[config.mk]
export PLATFORM = sky130hd
export DESIGN_NAME = uart_rx_controller
export DESIGN_NICKNAME = d
export VERILOG_FILES = /design/src/rtl/uart_rx_controller.sv
export SDC_FILE = /design/constraint.sdc
export NUM_CORES = 1
export LEC_CHECK = 0
export BUFFER_PORTS_ARGS = -buffer_cell sky130_fd_sc_hd__buf_2
export CORE_MARGIN = 2
export CORE_UTILIZATION = 55
export DETAILED_ROUTE_END_ITERATION = 10
export GPL_TIMING_DRIVEN = 0
export HOLD_SLACK_MARGIN = 0.15
export PLACE_DENSITY = 0.77
export SLEW_MARGIN = 20
export SYNTH_ARGS = -nofsm -noshare
export SYNTH_HDL_FRONTEND = slang
export SYNTH_SLANG_ARGS = --single-unit
export TNS_END_PERCENT = 20
[constraint.sdc]
create_clock -name clk -period 3.7 [get_ports clk]
set_input_delay 0.74 -clock clk [delete_from_list [all_inputs] [get_ports clk]]
set_output_delay 0.74 -clock clk [all_outputs]
set_load 0.01 [all_outputs]
[src/rtl/uart_rx_controller.sv]
// UART receive sequencer: 16x-oversampled start detect, mid-bit sampling, LSB-first byte assembly.
// Frame delivered on the stop-sample tick edge; no backpressure, unread characters flag overrun.
module uart_rx_controller #(
    parameter int OVERSAMPLE = 16,
    parameter int DATA_BITS  = 8
) (
    input  logic                 clk,
    input  logic                 rst,
    input  logic                 sampleTick,
    input  logic                 serialIn,
    input  logic                 readAck,
    output logic [DATA_BITS-1:0] rxData,
    output logic                 dataReady,
    output logic                 charReceived,
    output logic                 framingError,
    output logic                 overrun,
    output logic                 busy
);

    localparam int CW = $clog2(OVERSAMPLE);
    localparam int BW = (DATA_BITS > 1) ? $clog2(DATA_BITS) : 1;
    localparam logic [CW-1:0] HALF     = CW'(OVERSAMPLE / 2);
    localparam logic [CW-1:0] LAST     = CW'(OVERSAMPLE - 1);
    localparam logic [BW-1:0] BIT_LAST = BW'(DATA_BITS - 1);

    typedef enum logic [1:0] {IDLE, START, DATA, STOP} state_t;

    state_t               state, state_nxt;
    logic [CW-1:0]        sample_cnt, cnt_nxt;
    logic [BW-1:0]        bit_cnt, bit_nxt;
    logic [DATA_BITS-1:0] shift_reg, shift_nxt;
    logic                 armed, armed_nxt;
    logic                 complete;

    always_ff @(posedge clk) begin
        if (!rst) begin
            state      <= IDLE;
            sample_cnt <= '0;
            bit_cnt    <= '0;
            shift_reg  <= '0;
            armed      <= 1'b0;
        end else begin
            state      <= state_nxt;
            sample_cnt <= cnt_nxt;
            bit_cnt    <= bit_nxt;
            shift_reg  <= shift_nxt;
            armed      <= armed_nxt;
        end
    end

    always_comb begin
        state_nxt = state;
        cnt_nxt   = sample_cnt;
        bit_nxt   = bit_cnt;
        shift_nxt = shift_reg;
        armed_nxt = armed;
        complete  = 1'b0;
        if (sampleTick) begin
            case (state)
                IDLE: begin
                    // Arming on a high tick keeps a held-low line from retriggering.
                    if (serialIn) begin
                        armed_nxt = 1'b1;
                    end else if (armed) begin
                        state_nxt = START;
                        cnt_nxt   = CW'(1);
                        armed_nxt = 1'b0;
                    end
                end
                START: begin
                    if (sample_cnt == HALF) begin
                        cnt_nxt = '0;
                        if (!serialIn) begin
                            state_nxt = DATA;
                            bit_nxt   = '0;
                        end else begin
                            state_nxt = IDLE;
                        end
                    end else begin
                        cnt_nxt = sample_cnt + CW'(1);
                    end
                end
                DATA: begin
                    if (sample_cnt == LAST) begin
                        shift_nxt = {serialIn, shift_reg[DATA_BITS-1:1]};
                        cnt_nxt   = '0;
                        bit_nxt   = bit_cnt + BW'(1);
                        if (bit_cnt == BIT_LAST) begin
                            state_nxt = STOP;
                        end
                    end else begin
                        cnt_nxt = sample_cnt + CW'(1);
                    end
                end
                STOP: begin
                    if (sample_cnt == LAST) begin
                        complete  = 1'b1;
                        cnt_nxt   = '0;
                        state_nxt = IDLE;
                    end else begin
                        cnt_nxt = sample_cnt + CW'(1);
                    end
                end
                default: begin
                    state_nxt = IDLE;
                end
            endcase
        end
    end

    always_ff @(posedge clk) begin
        if (!rst) begin
            rxData       <= '0;
            dataReady    <= 1'b0;
            charReceived <= 1'b0;
            framingError <= 1'b0;
            overrun      <= 1'b0;
        end else begin
            charReceived <= complete;
            if (complete) begin
                // A coincident read consumes the old character, so it does not overrun.
                rxData       <= shift_reg;
                dataReady    <= 1'b1;
                framingError <= ~serialIn;
                overrun      <= overrun | (dataReady & ~readAck);
            end else if (readAck && dataReady) begin
                dataReady    <= 1'b0;
                framingError <= 1'b0;
                overrun      <= 1'b0;
            end
        end
    end

    assign busy = (state != IDLE);

endmodule

[Yosys cells after proc, flatten, opt, wreduce, memory -nomap -nowiden]
Index checks and enable logic that the tools add are counted.
Word-level totals
  register bits: 30
  input bits: 5
  output and inout bits: 13
  word-level logic and storage cells: 65
Operators by class
  $add $sub $neg: 2
  equality and inequality tests: 13
  multiplexer cells: 25
  bitwise logic cells: 4
  reductions and logical operators: 11
Operators with widths (count)
  $mux 4: 4
  $mux 2: 7
  $ne 2x2->1 const B: 7
  $pmux 4 s3: 1
  $mux 3: 3
  $eq 4x4->1 const B: 2
  $mux 1: 8
  $pmux 2 s4: 1
  $reduce_and 7->1: 1
  $pmux 3 s2: 1
  $reduce_and 3->1: 2
  $reduce_bool 2->1: 3
  $reduce_and 5->1: 1
  $add 4x1->4 const B: 1
  $eq 2x2->1 const B: 2
  $add 3x1->3 const B: 1
  $eq 3x3->1 const B: 1
  $eq 2x1->1 const B: 1
  $logic_not 2->1: 1
  $not 1->1: 2
  $reduce_and 2->1: 1
  $reduce_or 2->1: 1
  $and 1x1->1: 1
  $logic_and 1x1->1: 1
  $or 1x1->1: 1

[Logic depth before layout (Yosys ltp)]
Gate-level depths: netlist (run 1).
  depth after elaboration: 5
  gate-level depth with buffers: 6
  gate-level depth less buffers: 6

[Worst setup path before layout (run 1)]
OpenSTA, ideal clock, no wires.
  path kind: input -> register
  start point: in rst
  end point: reg framingError
  library setup time: 0.083 ns
  data arrival time: 1.536 ns
  required time: 3.617 ns
  path slack: 2.080 ns
  stages: 4
  path buffers: 2
  cells stage by stage: clkbuf_1 -> clkbuf_1 -> nand4_1 -> o31ai_4
RTL lines
  start, declared: line 8  | input logic rst,
  end signal, assigned: line 124  | framingError <= ~serialIn;
  end, declared: line 15  | output logic framingError,

==> metrics.yaml, run 1 <==
floorplanning:
  die-area_um2: 2800
  rows: 17
  die_y_um: 52.9
  die_w_um: 52.9
  start_util_pct: 58.9
  coreArea_um2: 2230
  io_pins: 18
timing:
  setup_tns_ns: 0
  period_minus_slack_ns: 1.91
  slew_violations: 0
  finalSetupViolCount: 0
  relSlewSlack_pct: 67.0
  hold_viol: 0
  fin_skew_ns: 0.00636
  min_period_over_period_pct: 51.7
  worstMarginPinSlew_ns: 0.494
  fmax_ghz: 0.523
  rsz0062_at_grt: "no"
clocking:
  cts_tree: "built"
  clk_latency_ns: 0.34
  numCtsBuffers: 5
  cts_hold_buf: 0
  cts_resized: 0
  path_clk_slew_ns: 0.09
  clock_path_buffers: 2
  htreeDepth: 2
  post-cts-setup-buffers: 0
  clock-sinks: 30
  ctsRootBufferMaster: "clkbuf_4"
global_route:
  grt_pass1_wl_um: 4460
  grt.total_usage_pct: 22.8
  overflow: 0
  grt_pass1_vias: 1017
  grt_max_degree: 11
  antenna_found_initial: 0
yosys:
  synth_compound_area_share_pct: 18.5
  ys_types: 36
  synth_adder_area_share_pct: 3.81
  yosys-top-cells-area: "dfxtp_1, nand3_1, o21ai_1"
  synth_top_family_by_area: "simple AND/OR/NAND/NOR gates"
  yosysTopAreaCellShare_pct: 45.7
  ys_seq_elements: 30
  synth_xor_area_share_pct: 0
  netlist_area_um2: 1320
  synth_edf_count: 0
  muxShareOfSynthArea_pct: 1.52
  synthArstFlopShare_pct: 0
  avgSynthCellArea_um2: 8.71
  ys_seq_area_share_pct: 45.7
  synth_top_flop_cell: "dfxtp_1"
  yosysWarnings: 0
  syn_inst: 151
  yosysTopAreaCell: "dfxtp_1"
  synth_simple_gate_area_share_pct: 23.2
  syn_nets: 160
power_and_ir_drop:
  p_per_area_nw_per_um2: 360
  power_leakage_nw: 0.618
  vdd_ir_drop_max_mv: 0.299
flow_run:
  cap_violations: 0
drt:
  wl_per_cell_um: 12.9
  drc_errors: 0
  vias: 1134
  ant_nets: 0
  routed_via_density: 5.59
  drtIter0Drc: 22
  dr.pass1.iters: 4
  finalWirelength_um: 2630
layout:
  layout_commonest_cell: "dfxtp_1"
  fin_area_um2: 1480
  final_cell_mix: "dfxtp_1, buf_2, nand3_1, o21ai_1, nand2_1"
  final_cell_count_no_fill: 203
  syn2layout_area_growth_pct: 12.7
  antenna_cells: 0
  n_fill_cell: 208
  fin_nets: 184
  drive_gt1_share_pct: 21.7
critical_path:
  required_ns: 2.96
  cp_max_fo: 10
  arrival_ns: 1.17
  timing.critical_path.buf_inv: 3
  crit_family: "buffers and inverters"
  worstPathCellList: "buf_4 -> nor2_2 -> inv_2 -> buf_2"
  cp-end-kind: "output pin"
  crit_type: "register to output pin"
  startpoint_type: "register"
  crit_slowest_cell: "dfxtp_1"
  max_stage_delay_ns: 0.33
place:
  place.gp.congestion: 0.790
  io_buffers: 17
  place_hpwl_um: 1830
  place_area_um2: 1440
  place_inst: 196
run_status:
  status: "complete, no violations"
hold_path:
  hp-class: "register to register"
-- metal layers --
layer | track usage, % | vias up | part of all wire (%)
li1 | - | 573 | -
met2 | 34.4 | 21 | 47
met4 | 10.3 | 0 | 2.0
met1 | 28.5 | 534 | 46
met5 | 0 | - | 0
met3 | 9.04 | 6 | 4.9
-- worst reg2reg max path, stage by stage, from the launching register on --
cell and delay (ns):
dfxtp_1 0.41, ha_1 0.31, nand4_2 0.19, nor3_4 0.36
buf_4 0.25, nand3_1 0.09, o21ai_1 0.09
-- Yosys cell counts (2+ instances only) --
master    instances
dfxtp_1          30
nand3_1          19
o21ai_1          19
nand2_1          15
nor2_1            9
a21oi_1           7
inv_1             6
ha_1              4
o21ai_0           4
buf_4             3
clkbuf_1          3
nand4_1           3
buf_2             2
buf_6             2
mux2i_1           2
nor2b_1           2
or3b_1            2
-- cell type report --
class	instances	area, µm²	share of cell area [%]
buffer	11	70.1	4.73
timing repair buffer	17	85.1	5.74
multi-input combinational	103	618	41.7
inverter	7	26.3	1.77
clock inverter	2	10.0	0.675
sequential	30	601	40.5
clock buffer	5	37.5	2.53
tap	28	35.0	2.36
-- power breakdown --
| group | total, W | internal, W | switching (W) |
|---|---|---|---|
| registers | 0.000326 | 0.000325 | 0.00000130 |
| clock network | 0.000180 | 0.0000681 | 0.000112 |
| logic | 0.0000283 | 0.00000930 | 0.0000190 |
-- metrics by stage --
step | util [%] | power, W | setup WS [ns] | hold WS [ns]
2_1_floorplan | - | 0.000352 | 2.08 | 0.436
3_3_place_gp | 64.3 | 0.000361 | 1.72 | 0.442
3_5_place_dp | 64.3 | 0.000362 | 1.72 | 0.448
4_1_cts | 66.4 | 0.000538 | 1.79 | 0.460
5_1_grt | 66.4 | 0.000555 | 1.74 | 0.477
6_report | 66.4 | 0.000534 | 1.79 | 0.459
-- path summary, 6_finish.rpt --
check	from	end	cells after the start	slack, ns
setup / recovery	register	busy	4	1.79
setup reg to reg	sample_cnt[0]	shift_reg[4]	6	1.97
hold / removal	rxData[3]	rxData[3]	2	0.46
hold reg to reg	rxData[3]	rxData[3]	2	0.46
-- cell families (layout without fill, tap and decap cells) --
logic type	Yosys count	after routing
buffers and inverters	18	42
flip-flops	30	30
AND/OR/NAND/NOR	58	58
adder cells (fa/ha/maj)	4	4
AO/OA/AOI/OAI	39	39
multiplexers	2	2
No activity file was read; power rests on OpenSTA's default activity.
==> run 2, diff against run 1 <==
- ABC_AREA: default -> 1
- CORE_UTILIZATION: 55 -> 49
- PLACE_DENSITY: 0.77 -> 0.73
- clock period: 3.7 -> 1.55 ns (I/O delays scaled with it)
==> run 2 against run 1 <==
Compared with the run above: die area increased by 8.5%; clock-buffer cell count unchanged; synthesized cell count is 9.9% higher; global-route usage is 3.2 points lower; register-to-register slack got worse by 1.8 ns; final cell count is 8.4% higher; core utilization fell by 7.7 points; largest cell class is now registers; clock power is 140% higher; highest routed layer unchanged; combinational power rose to 2.8 times the previous value.
==> metrics.yaml, run 2 <==
critical_path:
  required_ns: 1.78  # was 2.96 ns
  crit_type: "register to register"  # was register to output pin
  cp_max_fo: 10  # unchanged
  crit_slowest_cell: "dfxtp_2"  # was dfxtp_1
  startpoint_type: "register"  # unchanged
  arrival_ns: 1.63  # was 1.17 ns
  cp-end-kind: "register"  # was output pin
  worstPathCellList: "ha_2 -> nand3_4 -> nor2_4 -> nand2_2 -> buf_6 -> o21ai_0 -> a21oi_1"  # was buf_4 -> nor2_2 -> inv_2 -> buf_2
  max_stage_delay_ns: 0.37  # was 0.33 ns
yosys:
  syn_nets: 175  # was 160
  yosysTopAreaCell: "dfxtp_1"  # unchanged
  yosysWarnings: 0  # unchanged
  synth_edf_count: 0  # unchanged
  ys_seq_area_share_pct: 47.0  # was 45.7%
  netlist_area_um2: 1280  # was 1320 µm²
  synth.most_common_cell: "nand2_1"  # was dfxtp_1
  syn_inst: 166  # was 151
  yosysTopAreaCellShare_pct: 47.0  # was 45.7%
  synth_top_flop_cell: "dfxtp_1"  # unchanged
  ys_types: 21  # was 36
  avgSynthCellArea_um2: 7.70  # was 8.71 µm²
  yosys-top-cells-area: "dfxtp_1, nand2_1, a21oi_1"  # was dfxtp_1, nand3_1, o21ai_1
  ys_seq_elements: 30  # unchanged
  synthArstFlopShare_pct: 0  # unchanged
  yosys-top-cells-count: "nand2_1, dfxtp_1, inv_1"  # was dfxtp_1, nand3_1, o21ai_1
floorplanning:
  coreArea_um2: 2480  # was 2230 µm²
  die_y_um: 55.1  # was 52.9 µm
  die-area_um2: 3030  # was 2800 µm²
  io_pins: 18  # unchanged
  start_util_pct: 51.6  # was 58.9%
  rows: 18  # was 17
  die_w_um: 55.1  # was 52.9 µm
layout:
  final_core_util_pct: 58.7  # was 66.4%
  final_cell_count_no_fill: 220  # was 203
  fin_nets: 199  # was 184
  fin_area_um2: 1450  # was 1480 µm²
  syn2layout_area_growth_pct: 13.7  # was 12.7%
  final_cell_mix: "nand2_1, dfxtp_1, inv_1"  # was dfxtp_1, buf_2, nand3_1, o21ai_1, nand2_1
  antenna_cells: 0  # unchanged
  drive_gt1_share_pct: 20.5  # was 21.7%
  layout_commonest_cell: "nand2_1"  # was dfxtp_1
clocking:
  cts_resized: 0  # unchanged
  clock_path_buffers: 2  # unchanged
  post-cts-setup-buffers: 0  # unchanged
  numCtsBuffers: 5  # unchanged
  htreeDepth: 2  # unchanged
  clock-sinks: 30  # unchanged
  clk_latency_ns: 0.33  # was 0.34 ns
  cts_tree: "built"  # unchanged
  ctsRootBufferMaster: "clkbuf_4"  # unchanged
  cts_hold_buf: 0  # unchanged
  path_clk_slew_ns: 0.09  # about the same
timing:
  relSlewSlack_pct: 71.8  # was 67.0%
  rsz0062_at_grt: "no"  # unchanged
  hold_viol: 0  # unchanged
  fin_skew_ns: 0.00839  # was 0.00636 ns
  slew_violations: 0  # unchanged
  period_minus_slack_ns: 1.41
  hold_slack_ns: 0.219  # was 0.459 ns
  min_period_over_period_pct: 90.7
  worstMarginPinSlew_ns: 0.423  # was 0.494 ns
  fmax_ghz: 0.711
  finalSetupViolCount: 0  # unchanged
  setup_tns_ns: 0  # unchanged
place:
  io_buffers: 17  # unchanged
  place_inst: 213  # was 196
  place.gp.congestion: 0.782  # was 0.790
  place_area_um2: 1400  # was 1440 µm²
  place_hpwl_um: 1800  # was 1830 µm
flow_run:
  cap_violations: 0  # unchanged
drt:
  wl_per_cell_um: 11.3  # was 12.9 µm
  ant_nets: 0  # unchanged
  drtIter0Drc: 30  # was 22
  finalWirelength_um: 2490  # was 2630 µm
  dr.pass1.iters: 4  # unchanged
  routed_via_density: 4.97  # was 5.59
  vias: 1093  # was 1134
  drc_errors: 0  # unchanged
global_route:
  grt_pass1_wl_um: 4020  # was 4460 µm
  grt.total_usage_pct: 19.6  # was 22.8%
  antenna_found_initial: 0  # unchanged
  grt_max_degree: 11  # unchanged
  overflow: 0  # unchanged
  grt_pass1_vias: 920  # was 1017
power_and_ir_drop:
  p_per_area_nw_per_um2: 891  # was 360 nW/µm²
  power_leakage_nw: 0.664  # was 0.618 nW
  vdd_ir_drop_max_mv: 0.739  # was 0.299 mV
run_status:
  status: "complete, no violations"  # unchanged
hold_path:
  hp-class: "primary input to register"  # was register to register
[run 2: cell count changes in the layout (fill, tap and decap cells not counted), sizes merged, moves of 2 or more]
cell,previous run,this run
a21oi,7,20
inv,7,25
buf,25,18
nor2b,2,0
clkbuf,8,6
o21ai,24,20
nand2,15,42
nor3,1,3
or3b,2,0
nand4,4,2
mux2i,2,0
nand3,19,8
[run 2: final timing paths]
check	start	endpoint	slack, ns	cells after the start
worst max-delay path	sample_cnt[1]	shift_reg[3]	0.14	7
worst min-delay path	serialIn	framingError	0.22	2
worst max register to register	sample_cnt[1]	shift_reg[3]	0.14	7
worst min register to register	armed	armed	0.46	2
[run 2: routing by layer]
| layer | share of wire (%) | track usage, % | vias up |
|---|---|---|---|
| li1 | - | - | 583 |
| met4 | 2.1 | 9.76 | 0 |
| met5 | 0 | 0 | - |
| met2 | 45 | 29.0 | 18 |
| met1 | 48 | 24.6 | 487 |
| met3 | 4.7 | 8.06 | 5 |
[run 2: report_power, final]
group / total (W) / leakage (nW) / internal, W / switching [W]
Sequential: 0.000784 / 0.243 / 0.000778 / 0.00000644
Clock: 0.000430 / 0.0308 / 0.000163 / 0.000267
Combinational: 0.0000806 / 0.391 / 0.0000242 / 0.0000564
Total: 0.00129 / 0.664 / 0.000964 / 0.000330
[run 2: logic make-up (layout without fill, tap and decap cells)]
family,count (synthesis),in the layout,share of synthesized area [%]
DFF,30,30,47.0
adders and majority gates,4,4,3.91
buffers and inverters,27,51,8.51
AOI/OAI and AO/OA,40,40,15.7
and+or+nand+nor,65,65,25.0
[run 2: critical path: cells and delay by family, from the launching register on]
kind | cells | cell delay (ns)
buffers and inverters | 1 | 0.16
and+or+nand+nor | 3 | 0.34
AOI/OAI and AO/OA | 2 | 0.21
DFF | 1 | 0.37
adders and majority gates | 1 | 0.23
[run 2: stage by stage]
stage / setup WS (ns) / total power (W)
after global routing: 0.00999 / 0.00136
after detailed placement: 0.0450 / 0.000882
final: 0.144 / 0.00129
after global placement: 0.101 / 0.000880
after floorplan: 0.234 / 0.000855
after CTS: 0.0198 / 0.00130
[run 2: area by class of cell]
cell class	count	area [µm²]
Inverter	25	93.8
Sequential cell	30	603
Clock inverter	2	10.0
Fill cell	248	1020
Multi-Input combinational cell	109	572
Tap cell	30	37.5
Timing Repair Buffer	17	85.1
Clock buffer	5	37.5
Buffer	2	15.0
